--- src/rtl/contra_snd_pkg.sv ---
// contra_snd_pkg: shared definitions for the Contra sound-board serial audio path.
//   SLOT_BITS / FRAME_BITS : I2S slot and frame geometry (32-bit slots, 64-BCK frame)
//   chan_e                 : channel selected by the word-select line
//   slot_sel()             : maps a frame bit count onto channel, slot bit index and
//                            a valid flag (false for the delay bit and the pad bits)
package contra_snd_pkg;

  localparam int unsigned SLOT_BITS  = 32;
  localparam int unsigned FRAME_BITS = 64;
  localparam int unsigned BIT_CNT_W  = $clog2(FRAME_BITS);

  typedef enum logic {
    CH_LEFT  = 1'b0,
    CH_RIGHT = 1'b1
  } chan_e;

  typedef struct packed {
    logic       valid;
    chan_e      chan;
    logic [4:0] idx;
  } slot_sel_t;

  // Position p=0 is the one-BCK I2S delay; p=1..dw carries sample bit dw-p (MSB first).
  function automatic slot_sel_t slot_sel(input logic [BIT_CNT_W-1:0] b,
                                         input logic [BIT_CNT_W-1:0] dw);
    slot_sel_t            s;
    logic [BIT_CNT_W-1:0] p;
    p       = {1'b0, b[BIT_CNT_W-2:0]};
    s.chan  = chan_e'(b[BIT_CNT_W-1]);
    s.valid = (p != '0) && (p <= dw);
    s.idx   = 5'(dw - p);
    return s;
  endfunction

endpackage

--- src/rtl/contra_snd_i2s_tx_bck_div.sv ---
// contra_snd_bck_div: bit-clock divider with a fall-event strobe.
//   clk, rst_n : base clock, asynchronous active-low reset
//   bck        : divided clock, registered, toggles every BCK_DIV clk cycles
//   fall       : high in the clk cycle whose edge takes bck from 1 to 0
module contra_snd_bck_div #(
  parameter int unsigned BCK_DIV = 2
) (
  input  logic clk,
  input  logic rst_n,
  output logic bck,
  output logic fall
);

  localparam int unsigned CW = (BCK_DIV > 1) ? $clog2(BCK_DIV) : 1;

  logic [CW-1:0] div_cnt_d, div_cnt_q;
  logic          bck_d, bck_q;
  logic          wrap;

  always_comb begin
    wrap      = (div_cnt_q == CW'(BCK_DIV - 1));
    div_cnt_d = wrap ? '0 : div_cnt_q + CW'(1);
    bck_d     = wrap ? ~bck_q : bck_q;
    fall      = wrap & bck_q;
  end

  always_ff @(posedge clk or negedge rst_n) begin
    if (!rst_n) begin
      div_cnt_q <= '0;
      bck_q     <= 1'b0;
    end else begin
      div_cnt_q <= div_cnt_d;
      bck_q     <= bck_d;
    end
  end

  assign bck = bck_q;

endmodule

--- src/rtl/contra_snd_i2s_tx.sv ---
// contra_snd_i2s_tx: double-buffered Philips-I2S transmitter for the external DAC.
//   clk, rst_n          : 14.28 MHz base clock, asynchronous active-low reset
//   left, right         : two's complement samples, captured on sample_valid
//   sample_valid        : one-cycle strobe
//   bck, lrck, sdata    : I2S outputs; lrck/sdata change only when bck falls
//   underrun            : pulse when a frame starts without a fresh sample
//   overrun             : pulse when a held sample is overwritten unsent
module contra_snd_i2s_tx #(
  parameter int unsigned BCK_DIV = 2,
  parameter int unsigned DW      = 16
) (
  input  logic          clk,
  input  logic          rst_n,
  input  logic [DW-1:0] left,
  input  logic [DW-1:0] right,
  input  logic          sample_valid,
  output logic          bck,
  output logic          lrck,
  output logic          sdata,
  output logic          underrun,
  output logic          overrun
);

  import contra_snd_pkg::*;

  logic                 fall;
  logic [BIT_CNT_W-1:0] bit_cnt_d, bit_cnt_q, bit_nxt;
  logic                 lrck_d, lrck_q;
  logic                 sdata_d, sdata_q;
  logic [DW-1:0]        hold_l_d, hold_l_q, hold_r_d, hold_r_q;
  logic [DW-1:0]        slot_l_d, slot_l_q, slot_r_d, slot_r_q;
  logic                 full_d, full_q;
  logic                 primed_d, primed_q;
  logic                 underrun_d, underrun_q;
  logic                 overrun_d, overrun_q;
  logic                 load;
  slot_sel_t            sel;
  logic [SLOT_BITS-1:0] slot_word;

  contra_snd_bck_div #(.BCK_DIV(BCK_DIV)) u_bck_div (
    .clk   (clk),
    .rst_n (rst_n),
    .bck   (bck),
    .fall  (fall)
  );

  always_comb begin
    bit_nxt = bit_cnt_q + BIT_CNT_W'(1);
    load    = fall && (bit_nxt == '0);
    sel     = slot_sel(bit_nxt, BIT_CNT_W'(DW));

    slot_word = '0;
    slot_word[DW-1:0] = (sel.chan == CH_RIGHT) ? slot_r_q : slot_l_q;

    bit_cnt_d = bit_cnt_q;
    lrck_d    = lrck_q;
    sdata_d   = sdata_q;
    if (fall) begin
      bit_cnt_d = bit_nxt;
      lrck_d    = bit_nxt[BIT_CNT_W-1];
      sdata_d   = sel.valid & slot_word[sel.idx];
    end

    // Slots keep their contents when nothing new is held, so the last
    // sample repeats on underrun.
    slot_l_d = slot_l_q;
    slot_r_d = slot_r_q;
    if (load && full_q) begin
      slot_l_d = hold_l_q;
      slot_r_d = hold_r_q;
    end

    // A strobe coinciding with the load wins over the clear, so the new
    // sample stays pending for the next frame.
    hold_l_d = hold_l_q;
    hold_r_d = hold_r_q;
    full_d   = full_q;
    if (load) full_d = 1'b0;
    if (sample_valid) begin
      hold_l_d = left;
      hold_r_d = right;
      full_d   = 1'b1;
    end

    primed_d   = primed_q | sample_valid;
    underrun_d = load & ~full_q & primed_q;
    overrun_d  = sample_valid & full_q & ~load;
  end

  always_ff @(posedge clk or negedge rst_n) begin
    if (!rst_n) begin
      bit_cnt_q  <= '1;
      lrck_q     <= 1'b0;
      sdata_q    <= 1'b0;
      hold_l_q   <= '0;
      hold_r_q   <= '0;
      slot_l_q   <= '0;
      slot_r_q   <= '0;
      full_q     <= 1'b0;
      primed_q   <= 1'b0;
      underrun_q <= 1'b0;
      overrun_q  <= 1'b0;
    end else begin
      bit_cnt_q  <= bit_cnt_d;
      lrck_q     <= lrck_d;
      sdata_q    <= sdata_d;
      hold_l_q   <= hold_l_d;
      hold_r_q   <= hold_r_d;
      slot_l_q   <= slot_l_d;
      slot_r_q   <= slot_r_d;
      full_q     <= full_d;
      primed_q   <= primed_d;
      underrun_q <= underrun_d;
      overrun_q  <= overrun_d;
    end
  end

  assign lrck     = lrck_q;
  assign sdata    = sdata_q;
  assign underrun = underrun_q;
  assign overrun  = overrun_q;

endmodule
--- config.mk ---
export PLATFORM = sky130hd
export DESIGN_NAME = contra_snd_i2s_tx
export DESIGN_NICKNAME = d
export VERILOG_FILES = /design/src/rtl/contra_snd_pkg.sv /design/src/rtl/contra_snd_i2s_tx_bck_div.sv /design/src/rtl/contra_snd_i2s_tx.sv
export SDC_FILE = /design/constraint.sdc
export NUM_CORES = 1
export LEC_CHECK = 0
export CAP_MARGIN = 20
export CORE_MARGIN = 2
export CORE_UTILIZATION = 51
export CTS_CLUSTER_SIZE = 8
export DETAILED_ROUTE_END_ITERATION = 6
export PLACE_DENSITY = 0.82
export REMOVE_ABC_BUFFERS = 1
export SYNTH_ARGS = -nofsm -noshare
export SYNTH_HDL_FRONTEND = slang
export SYNTH_HIERARCHICAL = 1
export SYNTH_SLANG_ARGS = --single-unit
--- constraint.sdc ---
create_clock -name clk -period 2.2 [get_ports clk]
set_clock_uncertainty 0.15 [all_clocks]
set_input_delay 0.44 -clock clk [delete_from_list [all_inputs] [get_ports clk]]
set_output_delay 0.44 -clock clk [all_outputs]
set_load 0.005 [all_outputs]
[Word level (Yosys, flattened, before mapping)]
Index checks and enable logic that the tools add are counted.
Operators by class
  add/subtract/negate cells: 3
  $mul: 0
  div/mod/pow operators: 0
  $lt $le $gt $ge: 2
  eq/ne operators: 0
  shift-type cells: 0
  muxes and demuxes: 6
  bitwise gates (word level): 10
  reductions and logical operators: 6
Operator list (count)
  two-way mux 16 bit: 1
  adder 6 x 1 -> 6 bit, second input constant: 1
  bitwise AND 1 bit: 6
  logical NOT 6 bit: 1
  < comparator 5 x 6 -> 1 bit, second input constant: 1
  binary-select mux 1 bit (select 5 bit): 1
  <= comparator 5 bit, second input constant: 1
  nonzero test 5 bit: 1
  subtractor 5 bit, first input constant: 1
  two-way mux 1 bit: 4
  logical AND 1 bit: 3
  NOT 1 bit: 3
  nonzero test 2 bit: 1
  adder 1 bit, second input constant: 1
  OR 1 bit: 1
Word-level totals
  register bits after elaboration: 78
  latch bits: 0
  memory bits (writable): 0
  memory bits (read-only): 0
  output and inout bits: 5
  memories: 0

[Longest topological paths before layout]
Gate-level depths: netlist (run 1).
  depth in word-level cells: 5
  depth in mapped cells: 8

[Hierarchy]
The synthesis (run 1) kept the hierarchy.
Modules (own cells, without submodules)
  contra_snd_i2s_tx: times used 1, cells an instance 248, area an instance 3562.2 um2, seq. area each 1909.3 um2
  contra_snd_bck_div: times used 1, cells an instance 5, area an instance 70.1 um2, seq. area each 50.0 um2

[Worst setup path after synthesis (run 1)]
OpenSTA, ideal clock, no wires.
  path kind: reg2reg
  start: reg bit_cnt_q[1]
  end: reg sdata_q (netlist: sdata)
  setup time: 126 ps
  data arrival time: 2038 ps
  slack: -114 ps
  cell stages (with the launch flop): 8
  path buffers: 0
  clock period less this slack: 2314 ps
  cell sequence: dfstp_2 > ha_1 > mux2_2 > or4_1 > o41ai_1 > a311o_1 > a211oi_1 > o32a_1
Between the ends
  longest elaborated chain between the ends: 5
  elaborated cells between the ends (all ways): 9
  those cells by class: 2 x add/sub; 1 x order compare; 3 x mux; 1 x bitwise; 2 x reduce/logical
Ends and longest elaborated chain
  start: declaration: RTL line contra_snd_i2s_tx.sv:27  | logic [BIT_CNT_W-1:0] bit_cnt_d, bit_cnt_q, bit_nxt;
  start signal: assignment: RTL line contra_snd_i2s_tx.sv:104  | bit_cnt_q <= bit_cnt_d;
  adder 6 x 1 -> 6 bit *: RTL line contra_snd_i2s_tx.sv:48  | bit_nxt = bit_cnt_q + BIT_CNT_W'(1);
  named net bit_nxt[1]: RTL line contra_snd_i2s_tx.sv:27
  subtractor 5 bit: RTL line contra_snd_pkg.sv:31  | s.idx = 5'(dw - p);
  binary-select mux 1 bit (select 5 bit): RTL line contra_snd_i2s_tx.sv:61  | sdata_d = sel.valid & slot_word[sel.idx];
  two-way mux 1 bit (implied by the code): RTL line contra_snd_i2s_tx.sv:61
  bitwise AND 1 bit *: RTL line contra_snd_i2s_tx.sv:61
  end signal: assignment: RTL line contra_snd_i2s_tx.sv:106  | sdata_q <= sdata_d;
  end: declaration: RTL line contra_snd_i2s_tx.sv:29  | logic sdata_d, sdata_q;
The timed path passes the listed nets; every way through them passes the cells marked *. The select of a mux whose other input is x is not followed.
A chain may end at the register's enable or synchronous reset.

[Worst setup path after layout (run 1)]
Same ends and word-level chain as after synthesis.

==> impl_metrics.csv, run 1 <==
group,metric,value,unit
synthesis,syn_area,0.00363,mm²
global_routing,antenna_found_initial,0,
place,post-place-ws,-80.4,ps
timing,fmax,0.442,GHz
layout,diodes,0,
setup_path,path_cells,"ha_4 > mux2_2 > or4_4 > o41ai_2 > a311o_1 > a211oi_1 > o32a_1",
timing,setup_violations,1,
run,cap_violations,0,
global_routing,grt_busiest_layer,"met2",
timing,finalCriticalPeriod,2270,ps
setup_path,crit_cells,7,
worst_hold_path,hold_class,"register to register",
drt,dr_total_vias,2268,
drt,vias_per_cell,5.36,
synthesis,ys_seq_elements,78,
worst_hold_path,holdPathStages,1,
synthesis,yosys-top-cells-area,"dfrtp_1 50%, mux2_4 12%, mux2_2 11%, dfstp_2 4.3%, mux2i_1 2.2%",
drt,drtIter0Drc,135,
floorplan,rows,30,
global_routing,use_met1,0.259,
timing,tightestPinTransition,435,ps
synthesis,synthCells,253,
power_and_ir_drop,p_per_area,616,mW/mm²
power_and_ir_drop,max-vdd-ir-drop,0.494,mV
floorplan,die_h,88.4,µm
setup_path,path_delay_family,"flip-flops",
setup_path,start_kind,"register",
drt,first_pass_iters,4,
synthesis,synth.largest_area_cell,"dfrtp_1",
timing,setup_ws,-65.0,ps
setup_path,reg2reg_depth,7,
drt,wire_per_inst,17.1,µm
clocking,cts_buffer_depth,2,
clocking,clk_pin_slew,80,ps
setup_path,slowest_stage,"dfstp_2",
clocking,cts_tree,"done",
status,status,"finished, violations left",
floorplan,die_w,88.4,µm
layout,layout-drive-gt1-share,0.431,
timing,hold_violations,0,
timing,rsz0062_at_grt,"true",
layout,syn_to_final_growth,29.0,%
place,port_buffers,39,
global_routing,grt.total_usage,0.199,
global_routing,grt_max_degree,36,
synthesis,avgSynthCellArea,14.4,µm²
global_routing,grt-ovfl-total,0,
clocking,cts_buffers,9,
timing,slew_violations,0,
global_routing,met3_usage,0.0578,
layout,stdcell_area,0.00469,mm²
floorplan,core_area,0.00683,mm²
setup_path,path_max_fanout,3,
setup_path,endpoint_kind,"register",
timing,relSlewSlack,0.710,
place,gp_congestion,0.858,
setup_path,cp_num_buf_inv,0,
synthesis,synth_cell_types,50,
floorplan,die_area,0.00781,mm²
synthesis,synthArstFlopShare,1.00,
status,violations,"setup timing",
setup_path,worstSetupPathType,"register to register",
drt,drcViolationCount,0,
global_routing,grt_first_pass_wirelength,11700,µm
clocking,clock_latency,340,ps
global_routing,gr-usage-met2,0.319,
clocking,cts-htree-levels,3,
timing,fin_tns_setup,-65.0,ps
synthesis,synthFlopType,"dfrtp_1",
place,placed_cell_area,0.00431,mm²
layout,utilization,0.686,
drt,drt-total-wl,7230,µm
synthesis,yosysTopAreaCellShare,0.496,
setup_path,slowest_delay,560,ps
layout,nets,358,
drt,ant_nets,0,
clocking,cts.sinks,78,
floorplan,ioPinCount,40,
timing,finalCritPeriodShare,1.03,
setup_path,required,2280,ps
global_routing,grt_pass1_vias,2366,
place,dp_hpwl,4960,µm
synthesis,synth_edf_count,0,
power_and_ir_drop,cellLeakagePower,2.17,nW
floorplan,start_util,0.532,
synthesis,seq_area_frac_synth,0.539,
clocking,cts-root-buf,"clkbuf_8",
setup_path,critPathArrivalTime,2350,ps
synthesis,yosysWarnings,6,
==> area by class of cell <==
cell class / instances / area (µm²)
multi-input combinational: 154 / 1600
fill: 504 / 2150
inverter: 5 / 18.8
tap: 96 / 120
timing repair buffer: 74 / 762
sequential: 78 / 1960
clock buffer: 10 / 138
clock inverter: 6 / 85.1
==> path summary, 6_finish.rpt <==
kind	start	end	slack (ps)
worst max register to register	bit_cnt_q[1]	sdata	-70
max in group asynchronous	rst_n	bit_cnt_q[1]	850
worst min-delay path	u_bck_div/div_cnt_q	u_bck_div/div_cnt_q	310
worst min register to register	u_bck_div/div_cnt_q	u_bck_div/div_cnt_q	310
worst max-delay path	bit_cnt_q[1]	sdata	-70
min in group asynchronous	rst_n	hold_l_q[11]	410
==> per-stage QoR <==
step | instances | power, W | hold slack (ps)
after floorplan | 237 | 0.00161 | -5.59
after global placement | 402 | 0.00172 | 255
after detailed placement | 402 | 0.00174 | 264
after CTS | 419 | 0.00293 | 305
after global routing | 423 | 0.00301 | 318
final | 423 | 0.00289 | 307
==> cell families after synthesis <==
family / Yosys count / synth area share
mux: 78 / 0.273
flops: 78 / 0.539
simple gates: 40 / 0.0593
compound gates: 25 / 0.0617
buf+inv: 21 / 0.0338
xor+xnor: 10 / 0.0293
fa+ha+maj: 1 / 0.00344
==> routing by layer <==
layer  vias to the layer above  part of all wire  wire (µm)
met4                         0             0.019        141
met3                        16             0.037        264
met1                      1152              0.44       3210
met2                        48              0.50       3620
met5                         -                 0          0
li1                       1052                 -          -
==> layout by cell type, fill, tap and decap left out, types with 3 or more instances in the layout <==
cell type	Yosys	final
nand2b_1	3	3
buf_4	3	25
clkbuf_8	0	10
buf_6	4	3
clkdlybuf4s50_1	0	38
nand3_1	5	5
inv_1	3	3
nand2_1	6	5
o21ai_0	3	3
mux2i_1	8	8
dfstp_2	6	6
xnor2_1	5	5
mux2_2	37	37
mux2_4	30	30
a221oi_1	3	3
xor2_1	4	4
dfrtp_1	72	72
buf_12	0	5
nor2_1	11	10
==> sequential cells by signal, indices dropped and copies added, names as in the netlist <==
| signal | count |
|---|---|
| bit_cnt_q | 6 |
| full_q | 1 |
| hold_l_q | 16 |
| hold_r_q | 16 |
| lrck | 1 |
| overrun | 1 |
| primed_q | 1 |
| sdata | 1 |
| slot_l_q | 16 |
| slot_r_q | 16 |
| u_bck_div/bck | 1 |
| u_bck_div/div_cnt_q | 1 |
| underrun | 1 |
==> synthesized netlist by cell type (2+ instances only) <==
master     n
a21o_1     2
xor2_1     4
inv_1      3
mux2i_1    8
dfstp_2    6
buf_4      3
a31oi_1    2
buf_6      4
inv_2      2
a221oi_1   3
buf_1      3
dfrtp_1   72
mux2_4    30
a21oi_1    2
nand2b_1   3
a211oi_1   2
nor3_1     2
nor2_1    11
mux2_2    37
buf_2      2
mux2_1     2
xnor2_1    5
nor2b_1    2
o211a_1    2
clkbuf_1   4
nand4_1    2
nand3_1    5
o21ai_0    3
nand2_1    6
==> power by group <==
| group | switching (W) | internal [W] | total (W) |
|---|---|---|---|
| logic | 0.0000633 | 0.000117 | 0.000180 |
| registers | 0.0000325 | 0.00149 | 0.00153 |
| clock network | 0.000517 | 0.000665 | 0.00118 |
==> what timing repair did <==
action                                 4_1_cts  5_1_grt
endpoints found under the hold margin       29        0
pin swaps                                    1        1
resized for setup                            3       10
setup endpoints to repair                    1       33
cloned                                       0        3
setup buffers                                0        1
hold buffers                                 1        0
No activity file was read; power rests on OpenSTA's default activity.
==> run 2: changes to the inputs <==
--- a/config.mk
+++ b/config.mk
@@ -12,6 +12,7 @@
 export DETAILED_ROUTE_END_ITERATION = 6
 export PLACE_DENSITY = 0.82
 export REMOVE_ABC_BUFFERS = 1
+export SLEW_MARGIN = 10
 export SYNTH_ARGS = -nofsm -noshare
 export SYNTH_HDL_FRONTEND = slang
 export SYNTH_HIERARCHICAL = 1
==> constraint.sdc (replaced) <==
create_clock -name clk -period 2.2 [get_ports clk]
set_clock_uncertainty 0.15 [all_clocks]
set_input_delay 0.55 -clock clk [delete_from_list [all_inputs] [get_ports clk]]
set_output_delay 0.55 -clock clk [all_outputs]
set_load 0.005 [all_outputs]
==> run 2 against run 1 <==
Effect of this change: the flow finishes with violations (hold timing, setup timing); critical path depth stayed put; sequential power hardly changed; final cell count is 3.1% lower; sequential share of layout area is 1.7 points higher; non-clock buffer count is 13 lower; total power is 3.2% lower; largest cell class unchanged; highest routed layer unchanged.
==> impl_metrics.csv, run 2 (synthesized netlist as in run 1, its figures left out) <==
group,metric,value,unit
layout,final_common_cell,"dfrtp_1",
global_routing,grt.total_usage,0.193,
drt,ant_nets,0,
drt,drt-total-wl,6440,µm
layout,nets,345,
setup_path,r2r-end,"sdata",
timing,rsz0062_at_grt,"true",
global_routing,grt-ovfl-total,0,
floorplan,core_area,0.00683,mm²
setup_path,path_cells,"ha_4 > mux2_2 > or4_4 > o41ai_2 > a311o_1 > a211oi_1 > o32a_1",
place,place_inst,394,
global_routing,grt_first_pass_wirelength,11200,µm
layout,stdcell_count,410,
clocking,cts_buffers,9,
power_and_ir_drop,max-vdd-ir-drop,0.506,mV
place,post-place-ws,-90.8,ps
timing,hold_violations,7,
timing,setup_violations,21,
global_routing,antenna_found_initial,0,
floorplan,ioPinCount,40,
layout,stdcell_area,0.00450,mm²
timing,finalCritPeriodShare,1.03,
timing,fmax,0.439,GHz
timing,setup_ws,-76.0,ps
clocking,cts-htree-levels,3,
power_and_ir_drop,cellLeakagePower,2.08,nW
clocking,cts_buffer_depth,2,
clocking,cts_tree,"done",
global_routing,grt_max_degree,37,
run,cap_violations,0,
clocking,cts.sinks,78,
drt,drcViolationCount,0,
clocking,cts-root-buf,"clkbuf_8",
setup_path,cp_num_buf_inv,0,
clocking,postCtsSetupRepairBufs,0,
floorplan,die_h,88.4,µm
clocking,hold_buffers,0,
power_and_ir_drop,fin_total_pwr,0.00280,W
power_and_ir_drop,p_per_area,621,mW/mm²
setup_path,slowest_stage,"dfstp_2",
place,dp_hpwl,4650,µm
layout,syn_to_final_growth,24.0,%
worst_hold_path,hold_class,"input port to async pin",
setup_path,worstSetupPathType,"register to register",
floorplan,die_area,0.00781,mm²
drt,wire_per_inst,15.7,µm
status,status,"finished, violations left",
floorplan,rows,30,
drt,vias_per_cell,5.21,
drt,dr_total_vias,2137,
setup_path,reg2reg_slack,-80,ps
timing,relSlewSlack,0.684,
place,placed_cell_area,0.00426,mm²
global_routing,grt_pass1_vias,2212,
setup_path,reg2reg_depth,7,
floorplan,start_util,0.532,
place,port_buffers,39,
clocking,clock_latency,350,ps
timing,hold_ws,-5.33,ps
drt,drtIter0Drc,129,
layout,fillers,537,
status,violations,"hold timing, setup timing",
setup_path,r2r-start,"bit_cnt_q[1]",
place,gp_congestion,0.845,
setup_path,endpoint_kind,"register",
setup_path,start_kind,"register",
layout,diodes,0,
floorplan,die_w,88.4,µm
timing,tightestPinTransition,474,ps
setup_path,path_delay_family,"flip-flops",
timing,finalCriticalPeriod,2280,ps
setup_path,required,2290,ps
layout,layout_common_cells,"72 x dfrtp_1, 38 x clkdlybuf4s50_1, 37 x mux2_2, 30 x mux2_4, 18 x buf_4",
setup_path,slowest_delay,560,ps
drt,first_pass_iters,5,
setup_path,critPathArrivalTime,2360,ps
setup_path,path_max_fanout,3,
timing,slew_violations,0,
clocking,clk_pin_slew,80,ps
layout,layout-drive-gt1-share,0.404,
run 2: final cells by class:
type,instances,area [µm²],area share
Clock buffer,11,151,0.0336
Clock inverter,5,57.6,0.0128
Inverter,5,18.8,0.00417
Multi-Input combinational cell,154,1580,0.351
Sequential cell,78,1960,0.435
Tap cell,96,120,0.0267
Timing Repair Buffer,61,616,0.137
run 2: through the flow:
step / setup TNS (ps) / util
2_1_floorplan: -10300 / -
5_1_grt: -2710 / 0.659
6_report: -410 / 0.659
4_1_cts: -412 / 0.658
3_3_place_gp: -76.3 / 0.624
3_5_place_dp: -90.8 / 0.624
run 2: where the power goes:
part	switching, W	total (W)	internal (W)
registers	0.0000323	0.00153	0.00149
logic	0.0000614	0.000177	0.000116
clock network	0.000509	0.00109	0.000583
run 2: what timing repair did:
action	CTS	global route
pin swaps	1	3
endpoints found under the setup margin	1	33
gates resized for setup	3	1
run 2: worst max path at each step:
stage,from,endpoint,slack [ps],depth (start not counted)
floorplan,bit_cnt_q[0],sdata,-490,7
global placement,bit_cnt_q[0],sdata,-80,7
detailed placement,bit_cnt_q[0],sdata,-90,8
CTS,bit_cnt_q[0],sdata,-70,7
global route,bit_cnt_q[0],sdata,-140,7
finish,bit_cnt_q[1],sdata,-80,7
run 2: per-layer routing:
metal / part of all wire / up-vias / GRT usage
li1: - / 1026 / -
met1: 0.45 / 1064 / 0.268
met2: 0.50 / 38 / 0.296
met3: 0.036 / 9 / 0.0569
met4: 0.012 / 0 / 0.0579
met5: 0 / - / 0
==> run 3: changes to the inputs <==
--- a/config.mk
+++ b/config.mk
@@ -8,6 +8,7 @@
 export CAP_MARGIN = 20
 export CORE_MARGIN = 2
 export CORE_UTILIZATION = 51
+export CTS_CLUSTER_DIAMETER = 80
 export CTS_CLUSTER_SIZE = 8
 export DETAILED_ROUTE_END_ITERATION = 6
 export PLACE_DENSITY = 0.82
==> results of run 3 <==
The final DEF is identical to that of run 2; final timing and power are the same.
